===== config.mk =====
export PLATFORM = sky130hd
export DESIGN_NAME = bus_write_monitor
export DESIGN_NICKNAME = d
export VERILOG_FILES = /design/src/rtl/mon_pkg.sv /design/src/rtl/wr_fifo.sv /design/src/rtl/bus_write_monitor.sv
export SDC_FILE = /design/constraint.sdc
export NUM_CORES = 1
export LEC_CHECK = 0
export BUFFER_PORTS_ARGS = -buffer_cell sky130_fd_sc_hd__buf_2
export CORE_UTILIZATION = 59
export DETAILED_ROUTE_END_ITERATION = 7
export GPL_TIMING_DRIVEN = 0
export PLACE_DENSITY_LB_ADDON = 0.08
export RECOVER_POWER = 100
export SLEW_MARGIN = 10
export SYNTH_ARGS = -nofsm -noshare
export SYNTH_HDL_FRONTEND = slang
export SYNTH_SLANG_ARGS = --single-unit

===== constraint.sdc =====
create_clock -name ph1 -period 4.1 [get_ports ph1]
set_input_delay 0.82 -clock ph1 [delete_from_list [all_inputs] [get_ports ph1]]
set_output_delay 0.82 -clock ph1 [all_outputs]
set_load 0.02 [all_outputs]

===== src/rtl/mon_pkg.sv =====
// Shared types for the bus write monitor: the buffered store record and
// the monitor FSM state encoding.
package mon_pkg;

  typedef struct packed {
    logic [15:0] addr;
    logic [7:0]  data;
  } wr_rec_t;

  typedef enum logic [1:0] {
    RUN   = 2'd0,
    CHECK = 2'd1,
    DONE  = 2'd2
  } mon_state_t;

  function automatic wr_rec_t make_rec(input logic [15:0] addr, input logic [7:0] data);
    wr_rec_t r;
    r.addr = addr;
    r.data = data;
    return r;
  endfunction

endpackage


===== src/rtl/wr_fifo.sv =====
// Write-record FIFO. The head entry is read straight out of the storage
// array, so it is valid in the same cycle the entry becomes the oldest one.
// A push while full is accepted only when a pop frees a slot in that cycle;
// otherwise the record is dropped and drop_o pulses.
module wr_fifo
  import mon_pkg::*;
#(
  parameter int DEPTH = 8
) (
  input  logic    clk_i,
  input  logic    rst_i,
  input  logic    push_i,
  input  logic    pop_i,
  input  wr_rec_t din_i,
  output wr_rec_t head_o,
  output logic    full_o,
  output logic    empty_o,
  output logic    drop_o
);

  localparam int AW = (DEPTH > 1) ? $clog2(DEPTH) : 1;
  localparam int CW = AW + 1;

  wr_rec_t         mem_q [DEPTH];
  logic [AW-1:0]   wr_ptr_q, wr_ptr_d;
  logic [AW-1:0]   rd_ptr_q, rd_ptr_d;
  logic [CW-1:0]   cnt_q, cnt_d;
  logic            do_push, do_pop;

  assign empty_o = (cnt_q == '0);
  assign full_o  = (cnt_q == CW'(DEPTH));
  assign head_o  = mem_q[rd_ptr_q];

  assign do_pop  = pop_i && !empty_o;
  assign do_push = push_i && (!full_o || do_pop);
  assign drop_o  = push_i && full_o && !do_pop;

  // Pointer and occupancy next-state; pointers wrap naturally (DEPTH is a power of 2).
  always_comb begin
    wr_ptr_d = wr_ptr_q;
    rd_ptr_d = rd_ptr_q;
    cnt_d    = cnt_q;
    if (do_push) wr_ptr_d = wr_ptr_q + AW'(1);
    if (do_pop)  rd_ptr_d = rd_ptr_q + AW'(1);
    case ({do_push, do_pop})
      2'b10:   cnt_d = cnt_q + CW'(1);
      2'b01:   cnt_d = cnt_q - CW'(1);
      default: cnt_d = cnt_q;
    endcase
  end

  // Pointer and occupancy registers.
  always_ff @(posedge clk_i or posedge rst_i) begin
    if (rst_i) begin
      wr_ptr_q <= '0;
      rd_ptr_q <= '0;
      cnt_q    <= '0;
    end else begin
      wr_ptr_q <= wr_ptr_d;
      rd_ptr_q <= rd_ptr_d;
      cnt_q    <= cnt_d;
    end
  end

  // Record storage; contents are meaningless while empty, so no reset.
  always_ff @(posedge clk_i) begin
    if (do_push) mem_q[wr_ptr_q] <= din_i;
  end

endmodule


===== src/rtl/bus_write_monitor.sv =====
// Passive CPU store monitor: buffers every store for a log consumer, counts
// stores, and on a self-jump halt checks the last value written to the
// signature address.
// Optional build macro: MON_TIMEOUT_EN adds a RUN-state watchdog that ends
// the test with fail after TIMEOUT cycles.
//
//  state | meaning
//  RUN   | capturing stores, watching opcode fetches for a halt
//  CHECK | one cycle: compare signature, stores ignored
//  DONE  | verdict latched until reset, FIFO still drains
module bus_write_monitor
  import mon_pkg::*;
#(
  parameter int          DEPTH       = 8,
  parameter int          HALT_REPEAT = 3,
  parameter logic [15:0] CHECK_ADDR  = 16'h0021,
  parameter logic [7:0]  EXPECT      = 8'h0C,
  parameter int          TIMEOUT     = 4096
) (
  input  logic        ph1,
  input  logic        reset,
  input  logic [15:0] cpu_addr,
  input  logic [7:0]  cpu_wdata,
  input  logic        cpu_we,
  input  logic        cpu_sync,
  input  logic        log_ready,
  output logic        log_valid,
  output logic [15:0] log_addr,
  output logic [7:0]  log_data,
  output logic [15:0] wr_count,
  output logic        overflow,
  output logic        done,
  output logic        pass,
  output logic        fail
);

  localparam int RW = (HALT_REPEAT > 1) ? $clog2(HALT_REPEAT + 1) : 1;
  localparam logic [RW-1:0] REP_MAX = RW'(HALT_REPEAT);

  mon_state_t     state_q, state_d;
  logic           done_q, done_d, pass_q, pass_d, fail_q, fail_d;
  logic [15:0]    wr_count_q, wr_count_d;
  logic           overflow_q, overflow_d;
  logic           sig_seen_q, sig_seen_d;
  logic [7:0]     sig_val_q, sig_val_d;
  logic [15:0]    last_fetch_q, last_fetch_d;
  logic [RW-1:0]  rep_cnt_q, rep_cnt_d;
  logic           halt, check_ok, timeout_hit;
  logic           store_ok, pop;
  wr_rec_t        head;
  logic           fifo_full, fifo_empty, fifo_drop;

  assign store_ok = cpu_we && (state_q == RUN);
  assign pop      = log_valid && log_ready;
  assign check_ok = sig_seen_q && (sig_val_q == EXPECT);

  wr_fifo #(.DEPTH(DEPTH)) u_fifo (
    .clk_i   (ph1),
    .rst_i   (reset),
    .push_i  (store_ok),
    .pop_i   (pop),
    .din_i   (make_rec(cpu_addr, cpu_wdata)),
    .head_o  (head),
    .full_o  (fifo_full),
    .empty_o (fifo_empty),
    .drop_o  (fifo_drop)
  );

  assign log_valid = !fifo_empty;
  assign log_addr  = fifo_empty ? 16'h0000 : head.addr;
  assign log_data  = fifo_empty ? 8'h00    : head.data;
  assign wr_count  = wr_count_q;
  assign overflow  = overflow_q;
  assign done      = done_q;
  assign pass      = pass_q;
  assign fail      = fail_q;

`ifdef MON_TIMEOUT_EN
  localparam int TW = $clog2(TIMEOUT + 1);
  logic [TW-1:0] cyc_q, cyc_d;

  // Watchdog counts RUN cycles only; it fires on the TIMEOUT-th one.
  always_comb begin
    cyc_d = cyc_q;
    if (state_q == RUN) cyc_d = cyc_q + TW'(1);
  end

  assign timeout_hit = (state_q == RUN) && (cyc_q == TW'(TIMEOUT - 1));

  // Watchdog register.
  always_ff @(posedge ph1 or posedge reset) begin
    if (reset) cyc_q <= '0;
    else       cyc_q <= cyc_d;
  end
`else
  // TIMEOUT has no effect in this build.
  logic unused_timeout;
  assign unused_timeout = (TIMEOUT == 0);
  assign timeout_hit    = 1'b0;
`endif

  // Store capture, signature tracking and halt detection next-state.
  always_comb begin
    wr_count_d   = wr_count_q;
    overflow_d   = overflow_q | fifo_drop;
    sig_seen_d   = sig_seen_q;
    sig_val_d    = sig_val_q;
    last_fetch_d = last_fetch_q;
    rep_cnt_d    = rep_cnt_q;
    halt         = 1'b0;
    if (store_ok) begin
      if (wr_count_q != 16'hFFFF) wr_count_d = wr_count_q + 16'd1;
      if (cpu_addr == CHECK_ADDR) begin
        sig_seen_d = 1'b1;
        sig_val_d  = cpu_wdata;
      end
    end
    if ((state_q == RUN) && cpu_sync) begin
      if (cpu_addr == last_fetch_q) begin
        rep_cnt_d = (rep_cnt_q == REP_MAX) ? REP_MAX : rep_cnt_q + RW'(1);
      end else begin
        rep_cnt_d    = RW'(1);
        last_fetch_d = cpu_addr;
      end
      halt = (rep_cnt_d == REP_MAX);
    end
  end

  // Datapath registers.
  always_ff @(posedge ph1 or posedge reset) begin
    if (reset) begin
      wr_count_q   <= '0;
      overflow_q   <= 1'b0;
      sig_seen_q   <= 1'b0;
      sig_val_q    <= '0;
      last_fetch_q <= '0;
      rep_cnt_q    <= '0;
    end else begin
      wr_count_q   <= wr_count_d;
      overflow_q   <= overflow_d;
      sig_seen_q   <= sig_seen_d;
      sig_val_q    <= sig_val_d;
      last_fetch_q <= last_fetch_d;
      rep_cnt_q    <= rep_cnt_d;
    end
  end

  // FSM next state and verdict; halt outranks a same-cycle timeout.
  always_comb begin
    state_d = state_q;
    done_d  = done_q;
    pass_d  = pass_q;
    fail_d  = fail_q;
    case (state_q)
      RUN: begin
        if (halt) begin
          state_d = CHECK;
        end else if (timeout_hit) begin
          state_d = DONE;
          done_d  = 1'b1;
          pass_d  = 1'b0;
          fail_d  = 1'b1;
        end
      end
      CHECK: begin
        state_d = DONE;
        done_d  = 1'b1;
        pass_d  = check_ok;
        fail_d  = !check_ok;
      end
      DONE:    state_d = DONE;
      default: state_d = RUN;
    endcase
  end

  // FSM and verdict registers.
  always_ff @(posedge ph1 or posedge reset) begin
    if (reset) begin
      state_q <= RUN;
      done_q  <= 1'b0;
      pass_q  <= 1'b0;
      fail_q  <= 1'b0;
    end else begin
      state_q <= state_d;
      done_q  <= done_d;
      pass_q  <= pass_d;
      fail_q  <= fail_d;
    end
  end

endmodule


### Word level (Yosys, flattened, before mapping)

Memories as Yosys holds them, arrays and structs flattened.
Index checks and enable logic that the tools add are counted.

| word-level totals | value |
|---|---|
| output and inout port bits | 45 |
| ROM bits | 0 |
| register bits after elaboration | 59 |
| input port bits | 29 |
| memories kept | 1 |
| logic and storage cells | 65 |
| memory bits (writable) | 192 |
| latch bits | 0 |

Memory list:

| name | depth | bits a word | read ports | clocked after memory_dff | write ports | RTL line | text |
|---|---|---|---|---|---|---|---|
| u_fifo.mem_q | 8 | 24 | 1 | 0 | 1 | wr_fifo.sv:24 | `wr_rec_t mem_q [DEPTH];` |

| cells by class | value |
|---|---|
| shifts and indexed selects | 0 |
| magnitude comparators | 0 |
| bitwise operators | 2 |
| div/mod/pow operators | 0 |
| reduce and logical (&&, ||, !) cells | 20 |
| equality and inequality tests | 12 |
| multiply operators | 0 |
| $add $sub $neg | 6 |
| muxes and demuxes | 11 |

Operators by type and width:

| cell | number |
|---|---|
| $add A16 B1 Y16 const B | 1 |
| $eq A16 B16 Y1 | 1 |
| $eq A16 B6 Y1 const B | 1 |
| $mux W16 | 1 |
| $ne A16 B16 Y1 const B | 1 |
| $eq A2 B2 Y1 const B | 4 |
| $eq A8 B4 Y1 const B | 1 |
| $logic_and A1 B1 Y1 | 8 |
| $mux W2 | 4 |
| $mux W8 | 1 |
| $pmux W4 S2 | 1 |
| $add A3 B1 Y3 const B | 2 |
| $reduce_and A2 Y1 | 3 |
| $add A4 B1 Y4 const B | 1 |
| $eq A2 B1 Y1 const B | 2 |
| $eq A4 B4 Y1 const B | 1 |
| $logic_not A1 Y1 | 4 |
| $logic_not A4 Y1 | 1 |
| $pmux W2 S2 | 1 |
| $sub A4 B1 Y4 const B | 1 |
| $mux W1 | 3 |
| $add A2 B1 Y2 const B | 1 |
| $logic_not A2 Y1 | 1 |
| $ne A2 B2 Y1 const B | 1 |
| 5 further kinds | 5 |

### Longest topological paths before layout

| logic depth | value |
|---|---|
| depth in word-level cells | 8 |
| mapped depth | 12 |
| mapped depth without buffers | 12 |

### Modules after synthesis

Synthesis repeated with hierarchy kept, for this count alone.

| second synthesis, totals | value |
|---|---|
| cells, all modules | 550 |
| area total of the unflattened synthesis | 10327.4 um^2 |

Modules (own cells, without submodules):

| module | seq. area each (um^2) | cells each | area an instance (um^2) | times used |
|---|---|---|---|---|
| wr_fifo | 6015.8 | 346 | 7872.6 | 1 |
| bus_write_monitor | 1226.2 | 204 | 2454.9 | 1 |

### Worst setup path before layout

Ideal clock, no wire load.

| timing path | value |
|---|---|
| kind | input to register |
| from | in cpu_we |
| to | mem u_fifo.mem_q[0][0] (netlist bit) (enable) |
| path slack | 0.726 ns |
| data required time | 3.665 ns |
| arrival time | 2.939 ns |
| path buffers | 0 |
| cell stages on the path | 4 |
| library setup time | 0.435 ns |
| path through | and2_1 > and2_1 > nand2b_1 > nor3_1 |

| between the ends | value |
|---|---|
| word-level cells in the longest chain between the ends | 4 |

Ends and longest elaborated chain:

| what | RTL line | text |
|---|---|---|
| from (decl) | bus_write_monitor.sv:24 | `input logic cpu_we,` |
| $logic_and A1 B1 Y1 | bus_write_monitor.sv:53 | `assign store_ok = cpu_we && (state_q == RUN);` |
| $logic_and A1 B1 Y1 | wr_fifo.sv:35 | `assign do_push = push_i && (!full_o \|\| do_pop);` |
| $mux W1 | wr_fifo.sv:67 | `if (do_push) mem_q[wr_ptr_q] <= din_i;` |
| $mux W1 (not written as such) | wr_fifo.sv:67 |  |
| to (decl) | wr_fifo.sv:24 |  |

Every way passes these cells.

### Worst setup path in the final report

| timing path | value |
|---|---|
| from | reg state_q[0] |
| to | mem u_fifo.mem_q[7][18] (netlist bit) (enable) |

| between the ends | value |
|---|---|
| word-level cells in the longest chain between the ends | 5 |

Ends and longest elaborated chain:

| what | RTL line | text |
|---|---|---|
| from (decl) | bus_write_monitor.sv:40 | `mon_state_t state_q, state_d;` |
| from (signal assigned) | bus_write_monitor.sv:184 | `state_q <= state_d;` |
| $logic_not A2 Y1 | bus_write_monitor.sv:53 |  |
| $logic_and A1 B1 Y1 | bus_write_monitor.sv:53 |  |
| $logic_and A1 B1 Y1 | wr_fifo.sv:35 |  |
| $mux W1 | wr_fifo.sv:67 |  |
| $mux W1 (not written as such) | wr_fifo.sv:67 |  |

Every way passes these cells.

==> qor.csv <==
stage,metric,value,unit
setup_path,CP cell instances,inv_1 > ha_1 > and2_0 > and2_0 > nand2_1 > nor2_1 > clkbuf_1,
detailed_routing,met2 wire length,10200,um
synthesis,post-synth top area cell,edfxtp_1,
synthesis,"Seq/Total Area, Yosys",71.3,%
detailed_routing,Detail Route Antenna Nets,0,
synthesis,ranking of synthesized cells by area,"edfxtp_1, dfrtp_1, mux4_2",
synthesis,Post-synth EDFFs,192,
synthesis,Synthesis Warnings,0,
min_path,Hold Path Class,in -> async,
floorplan,die span in x,133,um
setup_path,critical path startpoint category,flop,
global_routing,initial antenna violation count,0,
timing,final critical-path setup slack,0.375,ns
clock_tree,Clock Pin Slew Worst Setup and Hold Paths,0.06,ns
floorplan,Initial Util,60.8,%
synthesis,Synth top area share,56.8,%
final_layout,layout cell share with drive strength beyond 1,17.8,%
status,status,"complete, but fails checks",
setup_path,Crit. End Element,flop,
floorplan,Die ar.,17700,um2
timing,Slew @ Worst Pin,1.71,ns
global_routing,GRT Residual Overflow,0,
global_routing,GRT Total Usage,24.3,%
final_layout,Final #Nets,701,
job,Max-cap violations,5,
setup_path,crit path DAT,3.85,ns
timing,Setup Skew,0.0132,ns
timing,"Slew Viols, Final",96,
final_layout,synth-to-layout area growth,13.3,%
synthesis,post-synth cell types,41,
timing,Final Hold Violating Endpoints,0,
timing,fmax,268,MHz
setup_path,"Max FO, Critical Path",13,
floorplan,CORE AREA,16700,um2
clock_tree,CTS Root Buffer Type,clkbuf_16,
floorplan,Die Y,133,um
synthesis,Yosys reg bits,251,
timing,total negative slack,0,ns
timing,period utilization,90.8,%
detailed_routing,metal3 WL,933,um
detailed_routing,WL per Instance,22.5,um
synthesis,Gate Count Post-Synth,549,
placed_design,HPWL after DPL,13100,um
floorplan,IO Pins,74,
global_routing,number of global-route vias before repair,5643,
setup_path,Critical Path Slowest Stage Cell,nor2_1,
setup_path,worst reg-to-reg setup slack,0.38,ns
final_layout,# fillers,1172,
detailed_routing,Vias,5257,
clock_tree,post-cts repair resize count,0,
status,failing checks,"max-capacitance violations, max-slew violations",
detailed_routing,routed length on met1,8830,um
clock_tree,H-tree depth,1,
timing,"Setup violations, final",0,
detailed_routing,uppermost layer routed,met4,
setup_path,most frequent CP cell,and2_0,
timing,RSZ-0062 raised after global routing,false,
synthesis,Main synth FF type,edfxtp_1,
placed_design,I/O Buffers,73,
timing,hold slack,0.346,ns
clock_tree,CTS Sinks,251,
global_routing,first-pass GRT wire length,31800,um
timing,Final min period,3.72,ns
clock_tree,Clock Latency Late Sink,0.51,ns
placed_design,DP Worst Slack,0.893,ns
synthesis,cell area after synthesis,10200,um2
detailed_routing,Via density,5.83,
synthesis,mean post-synth cell area,18.5,um2
synthesis,Async SR Flop Fraction,23.5,%
clock_tree,Num CTS Buffers,25,
clock_tree,CTS tree,built,
global_routing,largest net degree at the start of global routing,30,
final_layout,# diodes,0,
setup_path,Crit Path Class,reg -> reg,
synthesis,syn nets,587,
floorplan,FP Rows,47,
detailed_routing,Remaining DRCs,0,
power,Worst VDD drop,498,uV
setup_path,critical path's top delay family,simple AND/OR/NAND/NOR gates,
clock_tree,setup bufs post-CTS,0,
detailed_routing,drt first pass iters,5,
detailed_routing,drt total wl,20300,um
power,Power Density,695,nW/um2
power,leakage dissipation,0.00404,uW
setup_path,Worst path max stage delay,1.13,ns
placed_design,Final GP Congestion,0.762,
clock_tree,CTS max path bufs,3,
detailed_routing,DR iter-0 viols,392,
timing,Slew HR,-15.1,%
setup_path,CP required,4.22,ns
clock_tree,CTS Hold Bufs,0,
setup_path,worst path buffer plus inverter count,2,
-- metrics by stage --
step / util [%] / instances / cell area [um2] / power, uW
4_1_cts: 71.3 / 901 / 11900 / 8270
6_report: 68.9 / 901 / 11500 / 8000
3_3_place_gp: 64.7 / 842 / 10800 / 5860
2_1_floorplan: - / 549 / 10200 / 5200
5_1_grt: 68.9 / 901 / 11500 / 8380
3_5_place_dp: 66.5 / 856 / 11100 / 6060
-- area by class of cell --
class | count | area [um2] | area share [%]
sequential | 251 | 7240 | 62.9
multi-input combinational | 273 | 2730 | 23.7
clock buffer | 29 | 641 | 5.57
timing repair buffer | 87 | 357 | 3.10
tap | 220 | 275 | 2.39
clock inverter | 16 | 158 | 1.37
buffer | 19 | 80.1 | 0.696
inverter | 6 | 22.5 | 0.196
-- sequential cells by signal, summed over array words and instances (netlist names) --
register,flops
u_fifo.mem_q,192
u_fifo.cnt_q,4
fail,1
last_fetch_q,16
pass,1
state_q,2
done,1
overflow,1
sig_val_q,8
rep_cnt_q,2
u_fifo.wr_ptr_q,3
sig_seen_q,1
wr_count,16
u_fifo.rd_ptr_q,3
-- where the power goes --
part           switching (uW)  leakage [uW]  internal [uW]
Sequential                197       0.00246           3090
Clock                     897      0.000385           1310
Combinational            1470       0.00119           1040
Total                    2570       0.00404           5430
-- routing by layer --
| metal | global-route usage (%) | vias to the layer above |
|---|---|---|
| met3 | 3.23 | 26 |
| met1 | 34.9 | 2719 |
| met4 | 7.45 | 0 |
| li1 | - | 2368 |
| met2 | 39.5 | 144 |
| met5 | 0 | - |
-- kinds of logic after synthesis --
group	synth area share, %
compound gates	1.06
xor+xnor	2.93
fa+ha+maj	1.11
buf+inv	1.26
flops	71.3
mux	16.7
simple gates	5.68
-- final timing paths --
kind	startpoint	endpoint	cells past startpoint
worst max-delay path	state_q[0]$_DFFE_PP0P_	u_fifo.mem_q[7][18]$_DFFE_PP_	7
worst min-delay path	reset	sig_val_q[7]$_DFFE_PP0P_	2
worst max register to register	state_q[0]$_DFFE_PP0P_	u_fifo.mem_q[7][18]$_DFFE_PP_	7
worst min register to register	sig_seen_q$_DFFE_PP0P_	sig_seen_q$_DFFE_PP0P_	1
max in group asynchronous	reset	last_fetch_q[12]$_DFFE_PP0P_	4
min in group ph1	sig_seen_q$_DFFE_PP0P_	sig_seen_q$_DFFE_PP0P_	1
-- placed cells by master, fill, tap and decap left out, types with 4 or more instances in the layout --
master       n
edfxtp_1   192
o21ai_0      4
nor3_1       7
xor2_1      26
clkinv_2     6
nand2_1     21
dfrtp_1     59
mux2_2      20
inv_1        6
nor2_1      36
buf_2        9
mux2i_1     24
mux4_2      48
clkbuf_16   25
nor4_1       8
a21oi_1      6
mux2_1       9
nand4_1      7
clkinv_1     4
xnor2_1      8
o21a_1       4
clkbuf_1    97
ha_1         9
nand3_1      7
-- synth_stat cells (5+ instances only) --
| cell type | instances |
|---|---|
| edfxtp_1 | 192 |
| dfrtp_1 | 59 |
| mux4_2 | 48 |
| nor2_1 | 36 |
| xor2_1 | 26 |
| mux2i_1 | 24 |
| mux2_2 | 21 |
| nand2_1 | 21 |
| clkbuf_1 | 9 |
| ha_1 | 9 |
| mux2_4 | 9 |
| xnor2_1 | 8 |
| nand3_1 | 7 |
| nand4_1 | 7 |
| nor4_1 | 7 |
| a21oi_1 | 6 |
| inv_1 | 6 |
| nor3_1 | 6 |
| buf_2 | 5 |
(Power assumes the default switching activity.)
